File: config.mk
export PLATFORM = sky130hd
export DESIGN_NAME = tt_pi_loop_filter
export DESIGN_NICKNAME = d
export VERILOG_FILES = /design/src/rtl/tt_pi_loop_filter.sv
export SDC_FILE = /design/constraint.sdc
export NUM_CORES = 1
export LEC_CHECK = 0
export CORE_MARGIN = 5
export CORE_UTILIZATION = 40
export CTS_BUF_LIST = sky130_fd_sc_hd__clkbuf_2
export DETAILED_ROUTE_END_ITERATION = 12
export HOLD_SLACK_MARGIN = 0.08
export SLEW_MARGIN = 20
export SYNTH_ARGS = -nofsm -noshare
export SYNTH_HDL_FRONTEND = slang
export SYNTH_SLANG_ARGS = --single-unit
File: constraint.sdc
create_clock -name i_clk_gen -period 10.21 [get_ports i_clk_gen]
set_input_delay 3.063 -clock i_clk_gen [delete_from_list [all_inputs] [get_ports i_clk_gen]]
set_output_delay 3.063 -clock i_clk_gen [all_outputs]
set_load 0.02 [all_outputs]
File: src/rtl/tt_pi_loop_filter.sv
// ---------------------------------------------------------------------------
// tt_pi_loop_filter
//
// Proportional-integral loop filter for the clock-generator control loop.
// Bang-bang phase-detector pulses (up = early, down = late) are turned into
// a signed oscillator control word. The integrator saturates instead of
// wrapping, the output word is clamped and registered, and a window-based
// lock detector optionally halves both gains once the loop is quiet
// (gear shift). The full accumulator is reachable via a scan chain.
//
// Ports:
//   i_clk_gen   in   1      loop-filter clock (rising edge)
//   i_rst_n     in   1      asynchronous active-low reset
//   i_up        in   1      phase detector early pulse (error -1)
//   i_down      in   1      phase detector late pulse  (error +1)
//   i_kp        in   4      proportional gain, unsigned
//   i_ki        in   4      integral gain, unsigned
//   i_gear_en   in   1      halve gains while locked
//   i_clear     in   1      synchronous accumulator / lock clear
//   i_scan_en   in   1      scan-shift mode (highest synchronous priority)
//   i_scan_in   in   1      scan data into accumulator bit 0
//   o_ctrl      out  OUT_W  registered, saturated control word
//   o_locked    out  1      lock indicator
//   o_sat       out  1      integrator clamped on last update
//   o_scan_out  out  1      accumulator MSB
// ---------------------------------------------------------------------------
module tt_pi_loop_filter #(
    parameter int ACC_W     = 24,
    parameter int OUT_W     = 16,
    parameter int WIN_W     = 6,
    parameter int LOCK_THR  = 4,
    parameter int LOCK_WINS = 4
) (
    input  logic             i_clk_gen,
    input  logic             i_rst_n,
    input  logic             i_up,
    input  logic             i_down,
    input  logic [3:0]       i_kp,
    input  logic [3:0]       i_ki,
    input  logic             i_gear_en,
    input  logic             i_clear,
    input  logic             i_scan_en,
    input  logic             i_scan_in,
    output logic [OUT_W-1:0] o_ctrl,
    output logic             o_locked,
    output logic             o_sat,
    output logic             o_scan_out
);

    // Output clamp limits expressed in the ACC_W+1 working width.
    localparam logic signed [ACC_W:0] OUT_MAX = (ACC_W+1)'((1 <<< (OUT_W-1)) - 1);
    localparam logic signed [ACC_W:0] OUT_MIN = (ACC_W+1)'(-(1 <<< (OUT_W-1)));
    localparam logic [WIN_W+1:0]      THR     = (WIN_W+2)'(LOCK_THR);
    localparam logic [3:0]            LW      = 4'(LOCK_WINS);

    logic [ACC_W-1:0]        acc;
    logic [WIN_W-1:0]        win_cnt;
    logic signed [WIN_W:0]   net;
    logic [3:0]              good_cnt;

    // Error decode: both or neither pulse means no error.
    logic err_pos, err_neg;
    assign err_pos = i_down & ~i_up;
    assign err_neg = i_up & ~i_down;

    // Gear shift halves (floor) both gains once locked.
    logic       gear_on;
    logic [3:0] kp_eff, ki_eff;
    assign gear_on = i_gear_en & o_locked;
    assign kp_eff  = gear_on ? {1'b0, i_kp[3:1]} : i_kp;
    assign ki_eff  = gear_on ? {1'b0, i_ki[3:1]} : i_ki;

    logic signed [ACC_W:0]   kp_term, ki_term, acc_ext, p_base, p_sum, i_sum;
    logic                    i_ovf;
    logic [ACC_W-1:0]        acc_upd;
    logic [OUT_W-1:0]        ctrl_next;

    assign acc_ext = $signed({acc[ACC_W-1], acc});

    always_comb begin
        kp_term = '0;
        ki_term = '0;
        if (err_pos) begin
            kp_term = $signed({{(ACC_W-3){1'b0}}, kp_eff});
            ki_term = $signed({{(ACC_W-3){1'b0}}, ki_eff});
        end else if (err_neg) begin
            kp_term = -$signed({{(ACC_W-3){1'b0}}, kp_eff});
            ki_term = -$signed({{(ACC_W-3){1'b0}}, ki_eff});
        end
    end

    // Integrator: one extra bit of headroom; the top two bits disagreeing
    // means the ACC_W-bit result would have wrapped, so clamp instead.
    assign i_sum = acc_ext + ki_term;
    assign i_ovf = i_sum[ACC_W] ^ i_sum[ACC_W-1];

    always_comb begin
        acc_upd = i_sum[ACC_W-1:0];
        if (i_ovf) begin
            acc_upd = i_sum[ACC_W] ? {1'b1, {(ACC_W-1){1'b0}}}
                                   : {1'b0, {(ACC_W-1){1'b1}}};
        end
    end

    // Proportional output uses the pre-update accumulator; a clear zeroes
    // the integral contribution but keeps the proportional kick.
    assign p_base = i_clear ? '0 : acc_ext;
    assign p_sum  = p_base + kp_term;

    always_comb begin
        ctrl_next = p_sum[OUT_W-1:0];
        if (p_sum > OUT_MAX) begin
            ctrl_next = {1'b0, {(OUT_W-1){1'b1}}};
        end else if (p_sum < OUT_MIN) begin
            ctrl_next = {1'b1, {(OUT_W-1){1'b0}}};
        end
    end

    // Lock detector. The net sum of a full window can reach +/-2^WIN_W,
    // which needs one more bit than the stored register, so the window-end
    // test is done at WIN_W+2 bits.
    logic signed [WIN_W+1:0] err_ext, net_tot;
    logic [WIN_W+1:0]        net_abs;
    logic                    win_wrap, quiet;
    logic [3:0]              good_next;
    logic signed [WIN_W:0]   net_next;

    assign err_ext  = err_pos ? (WIN_W+2)'(1) : (err_neg ? '1 : '0);
    assign net_tot  = $signed({net[WIN_W], net}) + err_ext;
    assign net_abs  = net_tot[WIN_W+1] ? $unsigned(-net_tot) : $unsigned(net_tot);
    assign quiet    = (net_abs <= THR);
    assign win_wrap = &win_cnt;

    always_comb begin
        good_next = good_cnt;
        net_next  = net_tot[WIN_W:0];
        if (win_wrap) begin
            net_next = '0;
            if (!quiet) begin
                good_next = '0;
            end else if (good_cnt != LW) begin
                good_next = good_cnt + 4'd1;
            end
        end
    end

    always_ff @(posedge i_clk_gen or negedge i_rst_n) begin
        if (!i_rst_n) begin
            acc      <= '0;
            o_ctrl   <= '0;
            o_sat    <= 1'b0;
            o_locked <= 1'b0;
            win_cnt  <= '0;
            net      <= '0;
            good_cnt <= '0;
        end else if (i_scan_en) begin
            // Scan freezes everything except the accumulator shift.
            acc <= {acc[ACC_W-2:0], i_scan_in};
        end else if (i_clear) begin
            acc      <= '0;
            o_ctrl   <= ctrl_next;
            o_sat    <= 1'b0;
            o_locked <= 1'b0;
            win_cnt  <= '0;
            net      <= '0;
            good_cnt <= '0;
        end else begin
            acc      <= acc_upd;
            o_ctrl   <= ctrl_next;
            o_sat    <= i_ovf;
            win_cnt  <= win_cnt + 1'b1;
            net      <= net_next;
            good_cnt <= good_next;
            o_locked <= (good_next == LW);
        end
    end

    assign o_scan_out = acc[ACC_W-1];

endmodule

==> key figures <==
Status
  – Status: completed

Clock tree
  – Clock Sinks: 59
  – H-tree levels: 3
  – TritonCTS Buffers: 9
  – Root Buffer: clkbuf_2
  – Clk_lat worst skew: 0.57 ns
  – CTS resizes: 0
  – Clk pin slew, worst setup/hold paths: 0.19 ns
  – CTS tree: done
  – Max Root-Sink Buffers: 2
  – Setup Buffers After CTS: 0
  – # hold bufs at CTS: 0

Pwr
  – PwrDens: 200 nW/um^2
  – Leakage power: 0.00314 uW
  – Max VDD drop: 0.0000704 V

Floorplanning
  – Die Area: 18,800 sq um
  – Initial core utilization: 0.407
  – Core area: 15,800 sq um
  – Row count: 46
  – Die X-Extent: 137 um
  – IO Pins: 35
  – Height of the die: 137 um

Cells and area
  – Fillers: 1,587
  – Cell area after layout: 7090 sq um
  – Area grow syn2layout: 10.0%
  – Non-filler instance count after layout: 1,050
  – Final Net Count: 903
  – Fraction of layout cells with a size suffix above 1: 0.0744

GRT
  – Overflow after GRT: 0
  – Initial antenna violation count: 0
  – GR Util met1: 0.252
  – Vias in the first global route: 5,513
  – Most crowded layer after global routing: met2
  – Largest net degree at the start of global routing: 66
  – Met2 Track Usage GR: 0.294
  – Global-route met3 utilization: 0.0335
  – First-pass GRT wire length: 27.6 mm
  – All-layer global routing usage: 0.183

Yosys
  – Number of synthesized flops with an enable pin: 0
  – Cell area after synthesis: 6450 sq um
  – Largest area contributor in the netlist: dfrtp_1
  – Synth Net Count: 888
  – Primary FF master, synth: dfrtp_1
  – Ys Warns: 0
  – Count of cell types in the netlist: 83
  – Share of the synthesized area in the top cell type: 0.229
  – Asr flop ratio synth: 1.00
  – Synth area leaders: dfrtp_1, ha_1, xnor2_1, nand2_1, nor2_1
  – Register bit total from synthesis: 59
  – Sequential area share after synthesis: 0.229
  – Mean Syn Cell Area: 7.93 sq um
  – Mapped Cells: 813

Timing
  – Max-slew headroom: 0.374
  – Tmin final: 7.95 ns
  – Total negative slack: 0 ns
  – Max Fclk: 0.126 GHz
  – Final critical-path share of the clock period: 0.779
  – Tightest Pin Transition: 0.932 ns
  – RSZ-0062 raised after global routing: no
  – Fin. max-slew vios: 0
  – Endpoints failing setup: 0
  – Fin. Hold Viols: 0
  – Final Skew: 0.0396 ns

Detailed routing
  – Wire per inst: 15.8 um
  – Drt first-iter violations: 406
  – DRT Pass-1 Iters: 5
  – Via count: 5,865
  – DR vias/cell: 5.59
  – Drt drc: 0
  – WL final: 16.6 mm
  – Routed Antenna Nets: 0

Worst setup path
  – Most numerous cell on the critical path: o21ai_1
  – Worst-path maximum fanout: 16
  – CP max stage cell: o21ai_1
  – CP max stage delay: 0.77 ns
  – Crit path kind: in2reg
  – Crit path required time: 10.65 ns
  – Critical-path cell list: clkdlybuf4s50_1, inv_1, ha_1, nand2b_1, a21oi_1, ha_1, nor3_1, nor2_1, o21ai_0, nor3_1, o31ai_1, o21ai_1, xor2_1, o21ai_1, buf_4, o21ai_1
  – CP endpoint kind: register
  – Reg2Reg Depth: 15
  – Critical Path AT: 8.39 ns
  – Worst Setup Start Kind: input pin

Placement
  – Placed wire-length estimate: 12.5 mm
  – I/O Buffers: 34
  – Placed Area: 6930 sq um
  – Dpl cells: 1,033
  – Final GP Congestion: 0.890

Hold path
  – Worst hold path depth: 1
  – Worst hold path type: reg2reg

Job
  – Max-cap violations: 0
state kept, by name (all words and copies together) (netlist names):
name	count
win_cnt	6
o_locked	1
acc	24
o_ctrl	16
net	7
good_cnt	4
o_sat	1
cell families (layout without fill, tap and decap cells):
kind of cell               after synthesis  in the layout  synth area share
and+or+nand+nor                        307            307             0.232
AOI/OAI and AO/OA                      251            251             0.275
buffers and inverters                   65             85            0.0438
muxes                                   15             15            0.0239
other                                    0              1                 0
xor gates and xnor gates                51             51            0.0693
adders and majority gates               65             65             0.128
DFF                                     59             59             0.229
through the flow:
stage / hold WS, ns / worst slack, ns / power [uW] / util
finish: 0.505 / 2.26 / 1420 / 0.448
global route: 0.551 / 1.75 / 1540 / 0.448
CTS: 0.507 / 2.20 / 1430 / 0.448
detailed placement: 0.467 / 1.57 / 1210 / 0.438
global placement: 0.465 / 1.70 / 1210 / 0.438
floorplan: 0.469 / 3.13 / 991 / -
placed cells by master, fill, tap and decap left out, drive strengths merged, types with 12 or more instances in the layout:
cell type and n:
nor2b 29, nor2 81, xnor2 40, mux2i 12, inv 29, a21oi 56
o211ai 19, nand2 87, nand3 21, nor3 16, clkdlybuf4s50 32, o21ai 62
dfrtp 59, ha 56
cells in the mapped netlist (12+ instances only):
cell type  count
clkbuf_1      19
ha_1          56
xnor2_1       40
dfrtp_1       59
o21ai_1       16
o21ai_0       45
nor2_1        81
a21oi_1       56
inv_1         27
nor3_1        14
mux2i_1       12
nand2_1       87
nand3_1       21
nor2b_1       29
critical path, delay by kind of cell:
kind                       cells  cell delay (ns)
adders and majority gates      2             0.66
buffers and inverters          3             0.89
AOI/OAI and AO/OA              6             2.51
xor gates and xnor gates       1             0.23
and+or+nand+nor                4             1.03
area by class of cell:
| type | count | area (sq um) | area share |
|---|---|---|---|
| Antenna cell | 1 | 2.50 | 0.000353 |
| Inverter | 28 | 105 | 0.0148 |
| Timing Repair Buffer | 41 | 383 | 0.0540 |
| Multi-Input combinational cell | 689 | 4700 | 0.662 |
| Sequential cell | 59 | 1480 | 0.208 |
| Clock inverter | 7 | 115 | 0.0162 |
| Clock buffer | 9 | 45.0 | 0.00635 |
| Tap cell | 216 | 270 | 0.0381 |
report_power, final:
part	leakage, uW	total, uW	switching [uW]	internal, uW
clock network	0.0000899	208	103	105
logic	0.00230	820	471	349
registers	0.000749	388	78.4	310
per-layer routing:
metal  up-vias  part of all wire
li1       3004                 -
met1      2748              0.50
met2        95              0.45
met3        18             0.035
met4         0             0.016
met5         -                 0
final timing paths:
kind | end | slack, ns | startpoint
hold reg to reg | o_ctrl[15] | 0.50 | o_ctrl[15]
setup reg to reg | acc[11] | 4.80 | o_locked
setup / recovery | acc[11] | 2.26 | i_up
hold / removal | o_ctrl[15] | 0.50 | o_ctrl[15]
min in group asynchronous | o_ctrl[15] | 2.63 | i_rst_n
max in group asynchronous | good_cnt[2] | 7.03 | i_rst_n
No activity file was read; power rests on OpenSTA's default activity.
==> edit 1, RTL diff (same flow settings) <==
`OUT_W`: 16 -> 18.
--- a/src/rtl/tt_pi_loop_filter.sv
+++ b/src/rtl/tt_pi_loop_filter.sv
@@ -28,3 +28,3 @@
     parameter int ACC_W     = 24,
-    parameter int OUT_W     = 16,
+    parameter int OUT_W     = 18,
     parameter int WIN_W     = 6,
Interface: changed (resized o_ctrl); port bits go from 35 to 37. No check against the original RTL was run, so the function may have changed too.
==> edit 1 against the unedited design <==
Core utilization is 0.34 points lower. Area after synthesis is 4.8% higher. Sequential power is 1% lower. Non-clock buffer count is 5 higher. Cell area is 4.0% higher. Power is 15% lower. Count of clock-buffer cells in the layout is 1 higher. Worst setup slack worse by 310 ps. Fmax is 3.8% lower. Sequential cell count is 2 higher. Routed wire length is 10% higher. Register-to-register slack worse by 320 ps. Largest cell class unchanged.
==> edit 1: results <==
set metrics [dict create \
    skew_ps 40.3 \
    hp-start "net[6]" \
    dr_total_vias 6287 \
    whs_path_depth 2 \
    hpwlAfterDp_um 13700 \
    critPathMaxFanout 30 \
    io_buffers 36 \
    p_per_area_nw_per_um2 164 \
    crit_start "i_gear_en" \
    grt_max_degree 62 \
    min_period_ps 8270 \
    netlist-cell-type-count 87 \
    wl_met3_um 834 \
    syn_nets 922 \
    place.gp.congestion 0.859 \
    crit_slowest_cell "a2111oi_4" \
    grtUsageMet1_pct 27.7 \
    nets 941 \
    grtUsageMet3_pct 2.90 \
    whs_ps 528 \
    grt_util_all_layers_pct 18.5 \
    slew_headroom_pct 33.8 \
    cp_slowest_stage_delay_ps 940 \
    fillCellCount 1743 \
    status "complete, no violations" \
    met2_usage_pct 27.7 \
    wl_met2_um 7830 \
    drive_gt1_share_pct 6.41 \
    grt_pass1_wl_um 30400 \
    wl_per_cell_um 16.7 \
]
-- edit 1: cell types whose count changed in the layout (fill, tap and decap cells not counted), sizes merged, moves of 7 or more --
cell    unedited run  this run
a21oi             56        45
inv               29        36
nand2             87        70
nor2              81        93
nor2b             29        37
o211ai            19         7
o21bai             9        18
o32ai              1        17
-- edit 1: through the flow --
step | instances | utilization [%]
after CTS | 1094 | 44.5
after global placement | 1079 | 43.9
after floorplan | 851 | -
final | 1095 | 44.5
after global routing | 1095 | 44.5
after detailed placement | 1079 | 43.9
-- edit 1: final cells by class --
cell class	instances	share of cell area [%]
diodes	1	0.0339
inverters	38	1.95
flip-flops and latches	61	20.7
multi-input cells	714	66.4
well taps	220	3.73
clock buffers	10	0.678
repair buffers	46	5.77
clock inverters	5	0.712
-- edit 1: kinds of logic (layout without fill, tap and decap cells) --
| family | count (synthesis) | count (layout) | share of synthesized area, % |
|---|---|---|---|
| AOI/OAI and AO/OA | 277 | 277 | 29.0 |
| xor gates and xnor gates | 57 | 57 | 7.83 |
| adders and majority gates | 58 | 58 | 11.0 |
| buffers and inverters | 76 | 99 | 4.92 |
| DFF | 61 | 61 | 22.6 |
| muxes | 11 | 11 | 1.68 |
| other | 0 | 1 | 0 |
| and+or+nand+nor | 311 | 311 | 23.0 |
-- edit 1: worst reg2reg max path: cells and delay by family, from the launching register on --
kind	cells	cell delay, ps
flip-flops	1	520
buffers and inverters	2	620
adder cells (fa/ha/maj)	3	960
AO/OA/AOI/OAI	8	2600
AND/OR/NAND/NOR	4	860
-- edit 1: power groups by stage --
stage          Clock (mW)  Combinational (mW)  Sequential, mW
4_1_cts             0.157               0.669           0.383
5_1_grt             0.167               0.746           0.395
3_3_place_gp            0               0.664           0.385
6_report            0.153               0.670           0.383
3_5_place_dp            0               0.666           0.388
2_1_floorplan           0               0.477           0.390
==> edit 2, RTL diff (same settings) <==
Without the edit above. Register the output `o_scan_out`, with the module's reset; this adds one clock of latency there. The other outputs are not delayed to match.
--- a/src/rtl/tt_pi_loop_filter.sv
+++ b/src/rtl/tt_pi_loop_filter.sv
@@ -177,3 +177,9 @@
 
-    assign o_scan_out = acc[ACC_W-1];
+    always_ff @(posedge i_clk_gen or negedge i_rst_n) begin
+        if (!i_rst_n) begin
+            o_scan_out <= '0;
+        end else begin
+            o_scan_out <= acc[ACC_W-1];
+        end
+    end
 
Function: changed (a bounded check fails within 4 cycles, from zero or initial values and one cycle with i_rst_n low).
==> edit 2 against the unedited design <==
Die area rose by 0.36%. Via count increased by 0.78%. Area after synthesis rose by 0.39%. Power fell by 5.1%. Sequential cell count is 1 higher. Worst setup slack worse by 45 ps. Cell area fell by 0.86%. Routed wire length is 0.28% lower. Clock skew is 16 ps lower. Critical path type unchanged. Critical endpoint is now acc[4]. Largest cell class unchanged. Highest routed layer unchanged.
==> edit 2: results <==
set metrics [dict create \
    combPwrFrac_pct 61.1 \
    seq_share_pct 21.3 \
    crit_start "i_gear_en" \
    hpwlAfterDp_um 12400 \
    bufAreaShareNonClock_pct 5.34 \
    cts_resized 0 \
    clk_share_pct 1.16 \
    status "complete, no violations" \
    grt_antenna_before_repair 0 \
    avgViaCountPerCell 5.63 \
    nets 903 \
    fillCellCount 1647 \
    buffers 40 \
    multi_input_area_share_pct 66.8 \
    wl_per_cell_um 15.8 \
    drtIter0Drc 422 \
    slew_headroom_pct 30.6 \
    irDropWorstVdd_mv 0.0911 \
    synth.top_cells.by_count "87 x nand2_1, 81 x nor2_1, 60 x dfrtp_1" \
    grt_pass1_wl_um 27700 \
    p_leak_nw 3.12 \
    hold_path_class "reg2reg" \
    cp_slowest_stage_delay_ps 840 \
    fmax_mhz 125 \
    syn_nets 889 \
    crit_family "simple AND/OR/NAND/NOR gates" \
    place.gp.congestion 0.911 \
    powerClk_mw 0.128 \
    skew_ps 23.7 \
    synthTopCellsByArea "dfrtp_1 23%, ha_1 11%, xnor2_1 5.4%" \
    grt_util_all_layers_pct 18.3 \
    nClkBuffers 10 \
    cp.arrival_ps 8460 \
    netlist-cell-type-count 83 \
    reg2reg_depth 15 \
    first_global_vias 5603 \
    multi_input_gates 689 \
    synthMuxAreaShare_pct 2.38 \
    p_int_mw 0.695 \
    drive_gt1_share_pct 7.32 \
    synth-xor-area-share_pct 6.90 \
    clock-sinks 60 \
    r2r_end "acc[4]" \
    grt_max_degree 66 \
    clk_latency_ps 560 \
    synthAdderAreaFrac_pct 12.7 \
    critPathMaxFanout 13 \
    clk_pin_slew_worst_paths_ps 190 \
    reg_top3 "acc: 24 flops, o_ctrl: 16 flops, net: 7 flops" \
    r2r_slack_ps 4710 \
    ys_seq_area_share_pct 23.2 \
    synth_compound_area_share_pct 27.3 \
]
-- edit 2: changes by cell type in the layout (fill, tap and decap cells not counted), sizes merged --
| cell | unedited run | this run |
|---|---|---|
| clkbuf | 9 | 10 |
| bufinv | 3 | 0 |
| buf | 9 | 8 |
| dfrtp | 59 | 60 |
| clkinv | 2 | 5 |
| inv | 29 | 28 |
-- edit 2: metal layers --
| metal | vias to the layer above | part of all wire, % | global-route usage [%] |
|---|---|---|---|
| met2 | 103 | 46 | 29.5 |
| met1 | 2787 | 49 | 25.3 |
| met4 | 0 | 1.3 | 4.77 |
| met3 | 18 | 3.3 | 3.21 |
| li1 | 3003 | - | - |
| met5 | - | 0 | 0 |
-- edit 2: metrics by stage --
step	hold slack [ps]	cells	setup WS, ps	cell area [um2]	total power [mW]
floorplan	411	814	3130	6470	0.997
global placement	466	1033	1720	6950	1.22
detailed placement	472	1033	1640	6950	1.22
CTS	506	1049	2290	7030	1.35
global route	519	1049	1730	7030	1.47
finish	499	1050	2220	7030	1.34
